`src/rtl/modo2_gravacao_controle_pkg.sv`:
```
// fpgaudio_pkg: song-memory word layout, end-of-song marker and the
// mode-2 (recording) state codes. The mode-1 reader uses the same package
// for its fim_musica detection.
package fpgaudio_pkg;

    localparam int NOTE_W = 4;
    localparam int DUR_W  = 6;
    localparam int WORD_W = NOTE_W + DUR_W;

    // An all-ones note code marks the end of a song.
    localparam logic [NOTE_W-1:0] FIM_CODE = {NOTE_W{1'b1}};
    localparam logic [DUR_W-1:0]  DUR_MAX  = {DUR_W{1'b1}};

    typedef enum logic [3:0] {
        ST_INICIAL     = 4'd0,
        ST_INICIALIZA  = 4'd1,
        ST_ESPERA_NOTA = 4'd2,
        ST_REGISTRA    = 4'd3,
        ST_TOCA_NOTA   = 4'd4,
        ST_GRAVA       = 4'd5,
        ST_PROXIMO     = 4'd6,
        ST_GRAVA_FIM   = 4'd7,
        ST_CONCLUIDO   = 4'd8
    } estado_t;

    // Song-memory word: note code in the upper bits, duration below it.
    function automatic logic [WORD_W-1:0] monta_palavra(input logic [NOTE_W-1:0] nota,
                                                       input logic [DUR_W-1:0]  dur);
        return {nota, dur};
    endfunction

endpackage

```
`src/rtl/modo2_gravacao_controle_if.sv`:
```
// Keyboard + song-memory write port bundle for the recording controller.
// master = controller side, slave = keyboard/memory side.
interface modo2_gravacao_controle_if #(
    parameter int ADDR_W = 4
);
    logic                                              nota_feita;
    logic [fpgaudio_pkg::NOTE_W-1:0]                   nota_codigo;
    logic                                              tick;
    logic [ADDR_W-1:0]                                 mem_endereco;
    logic [fpgaudio_pkg::NOTE_W+fpgaudio_pkg::DUR_W-1:0] mem_dado;
    logic                                              gravaM;

    modport master (
        input  nota_feita, nota_codigo, tick,
        output mem_endereco, mem_dado, gravaM
    );

    modport slave (
        output nota_feita, nota_codigo, tick,
        input  mem_endereco, mem_dado, gravaM
    );
endinterface

```
`src/rtl/modo2_gravacao_controle_contador.sv`:
```
// contador_duracao_sat: note-duration counter in tick periods. Loads 1 when a
// note is registered and then counts ticks while enabled, sticking at max.
module contador_duracao_sat
    import fpgaudio_pkg::*;
(
    input  logic             clock,
    input  logic             reset,
    input  logic             carrega,
    input  logic             conta,
    input  logic             tick,
    output logic [DUR_W-1:0] duracao
);

    logic [DUR_W-1:0] r_dur;

    function automatic logic [DUR_W-1:0] inc_sat(input logic [DUR_W-1:0] v);
        return (v == DUR_MAX) ? v : v + DUR_W'(1);
    endfunction

    // Load has priority; counting only happens on an enabled tick.
    always_ff @(posedge clock or negedge reset) begin
        if (!reset) begin
            r_dur <= '0;
        end else if (carrega) begin
            r_dur <= DUR_W'(1);
        end else if (conta && tick) begin
            r_dur <= inc_sat(r_dur);
        end
    end

    assign duracao = r_dur;

endmodule

```
`src/rtl/modo2_gravacao_controle.sv`:
```
// modo2_gravacao_controle: recording-mode controller. Captures held keys as
// {note, duration} words into the song memory and closes every recording with
// an end-of-song word; the last memory word is always kept for that marker.
module modo2_gravacao_controle
    import fpgaudio_pkg::*;
#(
    parameter int ADDR_W = 4
) (
    input  logic                     clock,
    input  logic                     reset,
    input  logic                     iniciar,
    input  logic                     finalizar,
    modo2_gravacao_controle_if.master bus,
    output logic [ADDR_W-1:0]        num_notas,
    output logic                     gravando,
    output logic                     toca,
    output logic                     cheio,
    output logic                     pronto,
    output logic [3:0]               db_estado
);

    estado_t           r_estado;
    estado_t           w_prox;
    logic [ADDR_W-1:0] r_end;
    logic [NOTE_W-1:0] r_nota;
    logic              r_cheio;
    logic [ADDR_W-1:0] w_end_inc;
    logic [DUR_W-1:0]  w_dur;
    logic              w_carrega;
    logic              w_conta;

    assign w_end_inc = r_end + ADDR_W'(1);
    assign w_carrega = (r_estado == ST_REGISTRA);
    assign w_conta   = (r_estado == ST_TOCA_NOTA);

    contador_duracao_sat u_dur (
        .clock   (clock),
        .reset   (reset),
        .carrega (w_carrega),
        .conta   (w_conta),
        .tick    (bus.tick),
        .duracao (w_dur)
    );

    // State register.
    always_ff @(posedge clock or negedge reset) begin
        if (!reset) r_estado <= ST_INICIAL;
        else        r_estado <= w_prox;
    end

    // Next-state logic; finalizar beats a simultaneous key press.
    always_comb begin
        w_prox = r_estado;
        case (r_estado)
            ST_INICIAL:     if (iniciar) w_prox = ST_INICIALIZA;
            ST_INICIALIZA:  w_prox = ST_ESPERA_NOTA;
            ST_ESPERA_NOTA: begin
                if (finalizar)
                    w_prox = ST_GRAVA_FIM;
                else if (bus.nota_feita && (bus.nota_codigo != FIM_CODE))
                    w_prox = ST_REGISTRA;
            end
            ST_REGISTRA:    w_prox = ST_TOCA_NOTA;
            ST_TOCA_NOTA:   if (!bus.nota_feita) w_prox = ST_GRAVA;
            ST_GRAVA:       w_prox = ST_PROXIMO;
            ST_PROXIMO:     w_prox = (w_end_inc == {ADDR_W{1'b1}}) ? ST_GRAVA_FIM : ST_ESPERA_NOTA;
            ST_GRAVA_FIM:   w_prox = ST_CONCLUIDO;
            ST_CONCLUIDO:   if (iniciar) w_prox = ST_INICIALIZA;
            default:        w_prox = ST_INICIAL;
        endcase
    end

    // Address, note and full-flag registers. Reaching the last word in
    // proximo means only the terminator still fits, so the flag is set there.
    always_ff @(posedge clock or negedge reset) begin
        if (!reset) begin
            r_end   <= '0;
            r_nota  <= '0;
            r_cheio <= 1'b0;
        end else begin
            case (r_estado)
                ST_INICIALIZA: begin
                    r_end   <= '0;
                    r_cheio <= 1'b0;
                end
                ST_REGISTRA: r_nota <= bus.nota_codigo;
                ST_PROXIMO: begin
                    r_end <= w_end_inc;
                    if (w_end_inc == {ADDR_W{1'b1}}) r_cheio <= 1'b1;
                end
                default: ;
            endcase
        end
    end

    // Moore outputs decoded from the registered state.
    always_comb begin
        bus.gravaM   = 1'b0;
        bus.mem_dado = '0;
        case (r_estado)
            ST_GRAVA: begin
                bus.gravaM   = 1'b1;
                bus.mem_dado = monta_palavra(r_nota, w_dur);
            end
            ST_GRAVA_FIM: begin
                bus.gravaM   = 1'b1;
                bus.mem_dado = monta_palavra(FIM_CODE, '0);
            end
            default: ;
        endcase
    end

    assign bus.mem_endereco = r_end;
    assign num_notas        = r_end;
    assign gravando         = (r_estado != ST_INICIAL) && (r_estado != ST_CONCLUIDO);
    assign toca             = (r_estado == ST_TOCA_NOTA);
    assign pronto           = (r_estado == ST_CONCLUIDO);
    assign cheio            = (r_estado == ST_CONCLUIDO) && r_cheio;
    assign db_estado        = r_estado;

endmodule

```
`src/flat_wrapper.sv`:
```
// flat-port wrapper written by rule: the top's interface ports become plain ports
module modo2_gravacao_controle_flat import fpgaudio_pkg::*;
#(
    parameter int ADDR_W = 4
)
  (clock, reset, iniciar, finalizar, num_notas, gravando, toca, cheio, pronto, db_estado, bus_nota_feita, bus_nota_codigo, bus_tick, bus_mem_endereco, bus_mem_dado, bus_gravaM);
  modo2_gravacao_controle_if #(.ADDR_W(ADDR_W)) bus_i ();
  input  logic clock;
  input  logic reset;
  input  logic iniciar;
  input  logic finalizar;
  output logic [ADDR_W-1:0] num_notas;
  output logic gravando;
  output logic toca;
  output logic cheio;
  output logic pronto;
  output logic [3:0] db_estado;
  input wire logic [$bits(bus_i.nota_feita)-1:0] bus_nota_feita;
  input wire logic [$bits(bus_i.nota_codigo)-1:0] bus_nota_codigo;
  input wire logic [$bits(bus_i.tick)-1:0] bus_tick;
  output wire logic [$bits(bus_i.mem_endereco)-1:0] bus_mem_endereco;
  output wire logic [$bits(bus_i.mem_dado)-1:0] bus_mem_dado;
  output wire logic [$bits(bus_i.gravaM)-1:0] bus_gravaM;
  assign bus_i.nota_feita = bus_nota_feita;
  assign bus_i.nota_codigo = bus_nota_codigo;
  assign bus_i.tick = bus_tick;
  assign bus_mem_endereco = bus_i.mem_endereco;
  assign bus_mem_dado = bus_i.mem_dado;
  assign bus_gravaM = bus_i.gravaM;
  modo2_gravacao_controle #(.ADDR_W(ADDR_W)) u_core (.clock(clock), .reset(reset), .iniciar(iniciar), .finalizar(finalizar), .bus(bus_i), .num_notas(num_notas), .gravando(gravando), .toca(toca), .cheio(cheio), .pronto(pronto), .db_estado(db_estado));
endmodule
```
`config.mk`:
```
export PLATFORM = sky130hd
export DESIGN_NAME = modo2_gravacao_controle_flat
export DESIGN_NICKNAME = d
export VERILOG_FILES = /design/src/rtl/modo2_gravacao_controle_pkg.sv /design/src/rtl/modo2_gravacao_controle_if.sv /design/src/rtl/modo2_gravacao_controle_contador.sv /design/src/rtl/modo2_gravacao_controle.sv /design/src/flat_wrapper.sv
export SDC_FILE = /design/constraint.sdc
export NUM_CORES = 1
export LEC_CHECK = 0
export ABC_CLOCK_PERIOD_IN_PS = 1830
export CORE_ASPECT_RATIO = 1.25
export CORE_UTILIZATION = 41
export CTS_CLUSTER_SIZE = 12
export DETAILED_ROUTE_END_ITERATION = 6
export GPL_TIMING_DRIVEN = 0
export MAX_ROUTING_LAYER = met4
export PLACE_DENSITY_LB_ADDON = 0.3
export SYNTH_ARGS = -nofsm -noshare
export SYNTH_HDL_FRONTEND = slang
export SYNTH_SLANG_ARGS = --single-unit
```
`constraint.sdc`:
```
create_clock -name clock -period 1.83 [get_ports clock]
set_input_delay 0.2745 -clock clock [delete_from_list [all_inputs] [get_ports clock]]
set_output_delay 0.2745 -clock clock [all_outputs]
set_load 0.1 [all_outputs]
```
==> metrics.yaml, run 1 <==
io_buffers: 36
max_slew.worst_pin.slew_ns: 0.870
finClkSkew_ns: 0.00963
ys_seq_area_share_pct: 40.9
total_power_uw: 3810
routedWlPerCell_um: 15.3
cpPeakStageDelay_ns: 0.51
die-width_um: 49.6
finalHoldViolCount: 0
switchingPower_uw: 2090
synth.avg_cell_area_um2: 8.60
fin_crit_sh_pct: 112
cts.sinks: 19
wl_um: 3460
internal_power_uw: 1720
synth_seq_cells: 19
path_max_fanout: 6
status: "finished with violations"
violations: "negative setup slack"
syn2layout_area_growth_pct: 81.7
synth.distinct_cells: 37
nNetsFinal: 206
ant_nets: 0
synthTopCellsByCount: "nand2_1, dfrtp_1, nor2_1"
slowest_stage: "dfrtp_4"
grt_pass1_wl_um: 5480
min_path_type: "in -> async"
tritoncts: "done"
clk_path_buf_depth: 2
grt_max_degree: 20
yosys_warnings: 0
cp.required_ns: 1.56
clk_pin_slew_worst_paths_ns: 0.12
placementRows: 21
netlist_area_mm2: 0.00116
drive_above_1_share_pct: 48.4
gp_congestion: 0.746
floorplan.initialDensity_pct: 43.3
synth.largest_area_cell: "dfrtp_1"
p_comb_share_pct: 75.5
clock_latency_ns: 0.31
swShare_pct: 54.8
synth_top_cells_by_area: "dfrtp_1, nand2_1, nor2_1, a21oi_1, and2_1"
met3_wirelength_um: 88
vias: 1184
worst-path-buf-inv: 2
cp_cell_sequence: "clkbuf_16 > nor2b_4 > nand2_8 > nor2_4 > and2_4 > buf_12"
dr.pass1.iters: 4
seq_power_share_pct: 18.6
drv_cap: 0
grt_overflow_total: 0
clkPwrFrac_pct: 5.8
syn_inst: 135
fillers: 175
grt_pass1_vias: 1212
startpoint_type: "flip-flop"
dieArea_mm2: 0.00305
die_h_um: 61.5
arrival_ns: 1.78
ios: 37
cellPowerDensity_mw_per_mm2: 1810
slew_violations: 0
hpwl_um: 2160
crit_family: "simple AND/OR/NAND/NOR gates"
antenna_cells: 0
cts-root-buf: "clkbuf_4"
viasPerCell: 5.24
rsz0062_at_grt: "yes"
core_area_mm2: 0.00268
hold_buffers: 0
synth_top_area_share_pct: 40.9
setup_violations: 19
fin_crit_ns: 2.05
htreeDepth: 1
highest_layer: "met4"
irDropWorstVdd_v: 0.00126
cp-end-kind: "primary output"
grt_usage_pct: 24.9
synthesis.nets: 148
relSlewSlack_pct: 41.8
synth_ff_type: "dfrtp_1"
drc: 0
crit_type: "reg -> out"
ys_async_sr_fraction_pct: 100
p_leak_uw: 0.000925
setup_slack_ns: -0.222
cts_buffers: 3
grt_antenna_before_repair: 0
m1WireLength_um: 1310
max_freq_mhz: 487
synth_edf_count: 0
wl_met2_um: 1980
synth.most_common_cell: "nand2_1"
setup_tns_ns: -2.35
drt_iter0_drc: 29
## area by class of cell
class / count / area, um2 / area share, %
Buffer: 10 / 124 / 5.87
Tap cell: 34 / 42.5 / 2.02
Inverter: 8 / 41.3 / 1.96
Multi-Input combinational cell: 97 / 726 / 34.4
Timing Repair Buffer: 54 / 656 / 31.1
Sequential cell: 19 / 494 / 23.4
Clock buffer: 4 / 26.3 / 1.25
## flip-flops by register name, summed over array words and instances (netlist names)
name and flops:
u_core.bus.mem_endereco 4, u_core.r_cheio 1, u_core.u_dur.duracao 6, u_core.db_estado 4, u_core.r_nota 4
## per-stage QoR
stage	utilization (%)	hold slack, ns	std cells	setup WS (ns)	area (um2)
2_1_floorplan	-	-0.0211	135	-0.163	1290
3_5_place_dp	63.0	0.473	205	-0.915	1690
4_1_cts	75.9	0.480	218	-0.205	2030
5_1_grt	78.7	0.522	226	-0.288	2110
6_report	78.7	0.447	226	-0.222	2110
3_3_place_gp	63.0	0.462	205	-0.859	1690
## cells by family after synthesis
| family | synth area share (%) |
|---|---|
| XOR/XNOR | 3.77 |
| AND/OR/NAND/NOR | 27.9 |
| AO/OA/AOI/OAI | 14.2 |
| multiplexers | 1.72 |
| adder cells (fa/ha/maj) | 3.23 |
| buffers and inverters | 8.19 |
| flip-flops | 40.9 |
## worst paths after layout
path	from	end	slack [ns]	cells past startpoint
setup / recovery	u_core.db_estado[3]	bus_mem_dado[0]	-0.22	6
hold / removal	reset	u_core.u_dur.duracao[0]	0.45	1
setup reg to reg	u_core.db_estado[1]	u_core.u_dur.duracao[5]	-0.13	6
hold reg to reg	u_core.r_cheio	u_core.r_cheio	0.51	1
max in group asynchronous	reset	u_core.db_estado[0]	0.76	1
min in group clock	u_core.r_cheio	u_core.r_cheio	0.51	1
## cell usage in the layout (no fill, tap or decap), types with 4 or more instances in the layout
cell type and n:
nor2_1 10, buf_12 15, clkdlybuf4s15_2 10, nand2_1 19, nor2_4 6, a21oi_1 9
dfrtp_4 4, clkdlybuf4s50_1 9, and2_4 7, dfrtp_1 12, buf_4 20, inv_1 4
## what timing repair did
action                                  4_1_cts  5_1_grt
gates resized for setup                     182       10
pin swaps                                     9        9
endpoints found under the setup margin       33       30
buffers inserted                              9        9
## routing by layer
layer / track usage [%] / up-vias
met1: 25.3 / 571
met3: 1.73 / 9
met2: 49.4 / 32
met4: 10.6 / 0
li1: - / 572
met5: - / -
## power by group through the flow
stage	Clock, uW	Combinational (uW)	Sequential [uW]
floorplan	0	1410	1050
CTS	222	2670	703
detailed placement	0	2240	690
global route	244	3010	727
finish	221	2880	710
global placement	0	2190	681
(Power assumes the default switching activity.)
==> inputs of run 2 (changes only) <==
--- a/config.mk
+++ b/config.mk
@@ -7,6 +7,7 @@
 export LEC_CHECK = 0
 export ABC_CLOCK_PERIOD_IN_PS = 1830
 export CORE_ASPECT_RATIO = 1.25
+export CORE_MARGIN = 10
 export CORE_UTILIZATION = 41
 export CTS_CLUSTER_SIZE = 12
 export DETAILED_ROUTE_END_ITERATION = 6
==> metrics.yaml, run 2 (same netlist as run 1, synthesis figures left out) <==
status: "finished with violations"
violations: "negative setup slack"
cp_cell_sequence: "buf_8 > or4b_4 > clkinvlp_4 > buf_12"
slew_violations: 0  # unchanged
min_path_type: "in -> async"
drt_iter0_drc: 49  # +69%
dpl_cell_area_mm2: 0.00169  # unchanged
p_comb_share_pct: 76.1  # +0.6 points
htreeDepth: 1  # unchanged
hold_buffers: 0  # unchanged
clk_path_buf_depth: 2  # unchanged
startpoint_type: "flip-flop"
max_freq_mhz: 495  # +1.6%
clock_latency_ns: 0.30  # about the same
dieArea_mm2: 0.00537  # +76%
grt_max_degree: 20  # unchanged
ios: 37  # unchanged
arrival_ns: 1.74  # -0.04 ns
antenna_cells: 0  # unchanged
r2r-start: "u_core.db_estado[1]"
finalHoldViolCount: 0  # unchanged
dr.pass1.iters: 4  # unchanged
cp.required_ns: 1.56  # about the same
clk_pin_slew_worst_paths_ns: 0.11  # about the same
die_h_um: 79.5  # +29%
placementRows: 21  # unchanged
vias: 1229  # +3.8%
layout_common_cells: "nand2_1, buf_4, buf_12"
switchingPower_uw: 2140  # +2.6%
tritoncts: "done"
nNetsFinal: 205  # -0.49%
irDropWorstVdd_v: 0.00152  # +21%
drc: 0  # unchanged
drv_cap: 0  # unchanged
swShare_pct: 54.8  # about the same
viasPerCell: 5.46  # +4.3%
layout_commonest_cell: "nand2_1"
fin_area_mm2: 0.00215  # +2.1%
grt_pass1_wl_um: 6220  # +13%
crit_type: "reg -> out"
crit_path_start: "u_core.db_estado[1]"
cellPowerDensity_mw_per_mm2: 1820  # +0.57%
core_area_mm2: 0.00271  # +0.98%
largest_reg_flops: 6  # unchanged
routedWlPerCell_um: 18.3  # +20%
fin_crit_ns: 2.02  # -0.0327 ns
io_buffers: 36  # unchanged
internal_power_uw: 1770  # +2.7%
cp-end-kind: "primary output"
crit_family: "simple AND/OR/NAND/NOR gates"
gp_congestion: 0.749  # +0.47%
hpwl_um: 2450  # +14%
cts.sinks: 19  # unchanged
cts_buffers: 3  # unchanged
path_max_fanout: 4  # -2
slowest_stage: "or4b_4"
grt_usage_pct: 15.0  # -9.9 points
wl_um: 4120  # +19%
syn2layout_area_growth_pct: 85.5
cts-root-buf: "clkbuf_4"
grt_antenna_before_repair: 0  # unchanged
drive_above_1_share_pct: 49.2  # +0.78 points
setup_slack_ns: -0.189  # +0.0327 ns
die-width_um: 67.6  # +36%
p_leak_uw: 0.000934  # +1.1%
floorplan.initialDensity_pct: 42.9  # -0.42 points
seq_power_share_pct: 18.4  # -0.2 points
setup_tns_ns: -2.63  # -0.274 ns
ant_nets: 0  # unchanged
cpPeakStageDelay_ns: 0.53  # +0.02 ns
grt_overflow_total: 0  # unchanged
fin_crit_sh_pct: 110  # -1.8 points
clkPwrFrac_pct: 5.5  # -0.3 points
setup_violations: 19  # unchanged
finClkSkew_ns: 0.00194  # -0.00769 ns
rsz0062_at_grt: "yes"
grt_pass1_vias: 1237  # +2.1%
worst-path-buf-inv: 3  # +1
max_slew.worst_pin.slew_ns: 0.885  # +0.0145 ns
relSlewSlack_pct: 40.8  # -0.97 points
-- run 2: cell type report --
class | count | area, um2
Multi-Input combinational cell | 97 | 749
Timing Repair Buffer | 53 | 661
Fill cell | 155 | 553
Sequential cell | 19 | 494
Buffer | 10 | 135
Inverter | 8 | 43.8
Tap cell | 34 | 42.5
Clock buffer | 3 | 22.5
Clock inverter | 1 | 5.00
-- run 2: worst register-to-register path, cell delays in order, from the launching register on --
cell and delay [ns]:
dfrtp_4 0.50, buf_8 0.13, or4b_4 0.53, buf_4 0.18, nor4_4 0.22, a31oi_1 0.13, a41o_1 0.22
-- run 2: metal layers --
metal	vias to the layer above	wire length, um	global-route usage [%]
li1	573	-	-
met1	604	1520	16.7
met2	38	2220	26.6
met3	14	207	2.95
met4	0	173	3.50
met5	-	0	-
-- run 2: final timing paths --
check	to	slack, ns	cells after the start
min in group clock	u_core.r_cheio	0.51	1
hold reg to reg	u_core.r_cheio	0.51	1
setup / recovery	toca	-0.19	4
max in group asynchronous	u_core.db_estado[2]	0.73	1
setup reg to reg	u_core.u_dur.duracao[5]	-0.18	6
hold / removal	u_core.db_estado[1]	0.46	1
-- run 2: power groups by stage --
stage          clock network (uW)  logic, uW  registers [uW]
2_1_floorplan                   0       1410            1050
3_3_place_gp                    0       2210             679
3_5_place_dp                    0       2250             687
4_1_cts                       219       2780             709
5_1_grt                       239       3120             739
6_report                      215       2980             719
-- run 2: what timing repair did --
action                                  CTS  global route
resized for setup                       190            10
hold endpoints to repair                  0             0
setup buffers                             9             8
pin swaps                                12             9
endpoints found under the setup margin   33            30
-- run 2: metrics by stage --
stage / setup WS, ns / util, % / std cells / hold slack, ns / total power [uW]
5_1_grt: -0.277 / 79.6 / 225 / 0.503 / 4100
3_3_place_gp: -0.876 / 62.4 / 205 / 0.460 / 2890
4_1_cts: -0.200 / 76.6 / 218 / 0.482 / 3710
2_1_floorplan: -0.163 / - / 135 / -0.0211 / 2460
6_report: -0.189 / 79.6 / 225 / 0.463 / 3910
3_5_place_dp: -0.920 / 62.4 / 205 / 0.470 / 2940
==> inputs of run 3 (changes only) <==
--- a/config.mk
+++ b/config.mk
@@ -13,7 +13,7 @@
 export DETAILED_ROUTE_END_ITERATION = 6
 export GPL_TIMING_DRIVEN = 0
 export MAX_ROUTING_LAYER = met4
-export PLACE_DENSITY_LB_ADDON = 0.3
+export PLACE_DENSITY = 0.8
 export SYNTH_ARGS = -nofsm -noshare
 export SYNTH_HDL_FRONTEND = slang
 export SYNTH_SLANG_ARGS = --single-unit
==> metrics.yaml, run 3 (same netlist as run 1, synthesis figures left out) <==
status: "finished with violations"
floorplan.initialDensity_pct: 42.9  # unchanged
antenna_cells: 0  # unchanged
fin_crit_ns: 2.04  # +0.0191 ns
cp-end-kind: "primary output"
gp_congestion: 0.800  # +6.9%
ant_nets: 0  # unchanged
syn2layout_area_growth_pct: 80.7
die_h_um: 79.5  # unchanged
core_area_mm2: 0.00271  # unchanged
rsz0062_at_grt: "yes"
path_max_fanout: 7  # +3
largest_reg_flops: 6  # unchanged
hold_buffers: 0  # unchanged
max_freq_mhz: 491  # -0.94%
clk_pin_slew_worst_paths_ns: 0.11  # about the same
setup_slack_ns: -0.208  # -0.0191 ns
switchingPower_uw: 2090  # -2.5%
swShare_pct: 55.4  # +0.61 points
grt_overflow_total: 0  # unchanged
cellPowerDensity_mw_per_mm2: 1800  # -1.1%
whs_ns: 0.449  # -0.0135 ns
layout_commonest_cell: "nand2_1"
htreeDepth: 1  # unchanged
finClkSkew_ns: 0.00407  # +0.00212 ns
fin_crit_sh_pct: 111  # +1.0 points
p_comb_share_pct: 75.0  # -1.1 points
viasPerCell: 5.30  # -3.0%
grt_pass1_vias: 1307  # +5.7%
crit_type: "reg -> out"
grt_pass1_wl_um: 5960  # -4.1%
finalHoldViolCount: 0  # unchanged
ios: 37  # unchanged
clkPwrFrac_pct: 5.8  # +0.3 points
io_buffers: 36  # unchanged
nNetsFinal: 203  # -0.98%
cp_cell_sequence: "clkbuf_16 > nor2b_4 > nand2_8 > nor2_4 > and2_4 > buf_12"
cpPeakStageDelay_ns: 0.51  # -0.02 ns
max_slew.worst_pin.slew_ns: 0.958  # +0.0732 ns
setup_violations: 20  # +1
tritoncts: "done"
cts_buffers: 3  # unchanged
clock_latency_ns: 0.30  # about the same
slowest_stage: "dfrtp_4"
cts-root-buf: "clkbuf_4"
layout_common_cells: "nand2_1, buf_4, buf_12"
internal_power_uw: 1680  # -4.9%
drc: 0  # unchanged
hpwl_um: 2450  # about the same
vias: 1182  # -3.8%
dr.pass1.iters: 4  # unchanged
min_path_type: "in -> async"
p_leak_uw: 0.000911  # -2.5%
seq_power_share_pct: 19.2  # +0.8 points
die-width_um: 67.6  # unchanged
relSlewSlack_pct: 36.4  # -4.4 points
irDropWorstVdd_v: 0.00140  # -8.0%
grt_usage_pct: 14.2  # -0.86 points
violations: "negative setup slack"
clk_path_buf_depth: 2  # unchanged
fin_util_pct: 77.5  # -2.0 points
setup_tns_ns: -2.16  # +0.468 ns
placementRows: 21  # unchanged
drv_cap: 0  # unchanged
wl_um: 3650  # -11%
cp.required_ns: 1.56  # about the same
startpoint_type: "flip-flop"
drive_above_1_share_pct: 47.1  # -2.1 points
arrival_ns: 1.76  # +0.02 ns
drt_iter0_drc: 36  # -27%
cts.sinks: 19  # unchanged
routedWlPerCell_um: 16.4  # -11%
dieArea_mm2: 0.00537  # unchanged
grt_antenna_before_repair: 0  # unchanged
slew_violations: 0  # unchanged
grt_max_degree: 20  # unchanged
## run 3: cell type report
cell class                 instances  area (um2)
timing repair buffer              52         651
tap                               34        42.5
inverter                           8        41.3
buffer                             9         109
sequential                        19         494
clock buffer                       4        26.3
multi-input combinational         97         734
fill                             180         608
## run 3: path summary, 6_finish.rpt
check                      slack (ns)                 from                    endpoint  cells past startpoint
hold / removal                   0.45                reset  u_core.bus.mem_endereco[2]                      1
min in group clock               0.51       u_core.r_cheio              u_core.r_cheio                      1
max in group asynchronous        0.76                reset         u_core.db_estado[3]                      1
hold reg to reg                  0.51       u_core.r_cheio              u_core.r_cheio                      1
setup / recovery                -0.21  u_core.db_estado[3]             bus_mem_dado[2]                      6
setup reg to reg                -0.08  u_core.db_estado[3]     u_core.u_dur.duracao[2]                      5
## run 3: what timing repair did
item,in CTS,in global routing
resized for setup,185,7
buffers inserted,8,8
pin swaps,10,7
endpoints found under the setup margin,32,26
## run 3: critical path, delay by kind of cell (launching register included)
kind | cells | cell delay (ns)
AND/OR/NAND/NOR | 4 | 0.62
flip-flops | 1 | 0.51
buffers and inverters | 2 | 0.32
## run 3: routing by layer
layer / up-vias / global-route usage [%] / share of wire (%) / routed length, um
li1: 567 / - / - / -
met1: 575 / 15.1 / 38 / 1400
met2: 34 / 24.5 / 55 / 2010
met3: 6 / 2.81 / 5.2 / 188
met4: 0 / 6.17 / 1.1 / 40
met5: - / - / 0 / 0
## run 3: power by group through the flow
stage,Clock [uW],Combinational (uW),Sequential (uW)
finish,218,2830,724
global route,237,2980,743
CTS,222,2700,706
detailed placement,0,2250,690
global placement,0,2200,676
floorplan,0,1410,1050
## run 3: per-stage QoR
stage / instance area, um2 / total power (uW) / worst slack (ns) / cells
floorplan: 1290 / 2460 / -0.163 / 135
global placement: 1690 / 2870 / -0.876 / 205
detailed placement: 1690 / 2940 / -0.892 / 205
CTS: 2040 / 3630 / -0.194 / 217
global route: 2100 / 3960 / -0.275 / 223
finish: 2100 / 3770 / -0.208 / 223
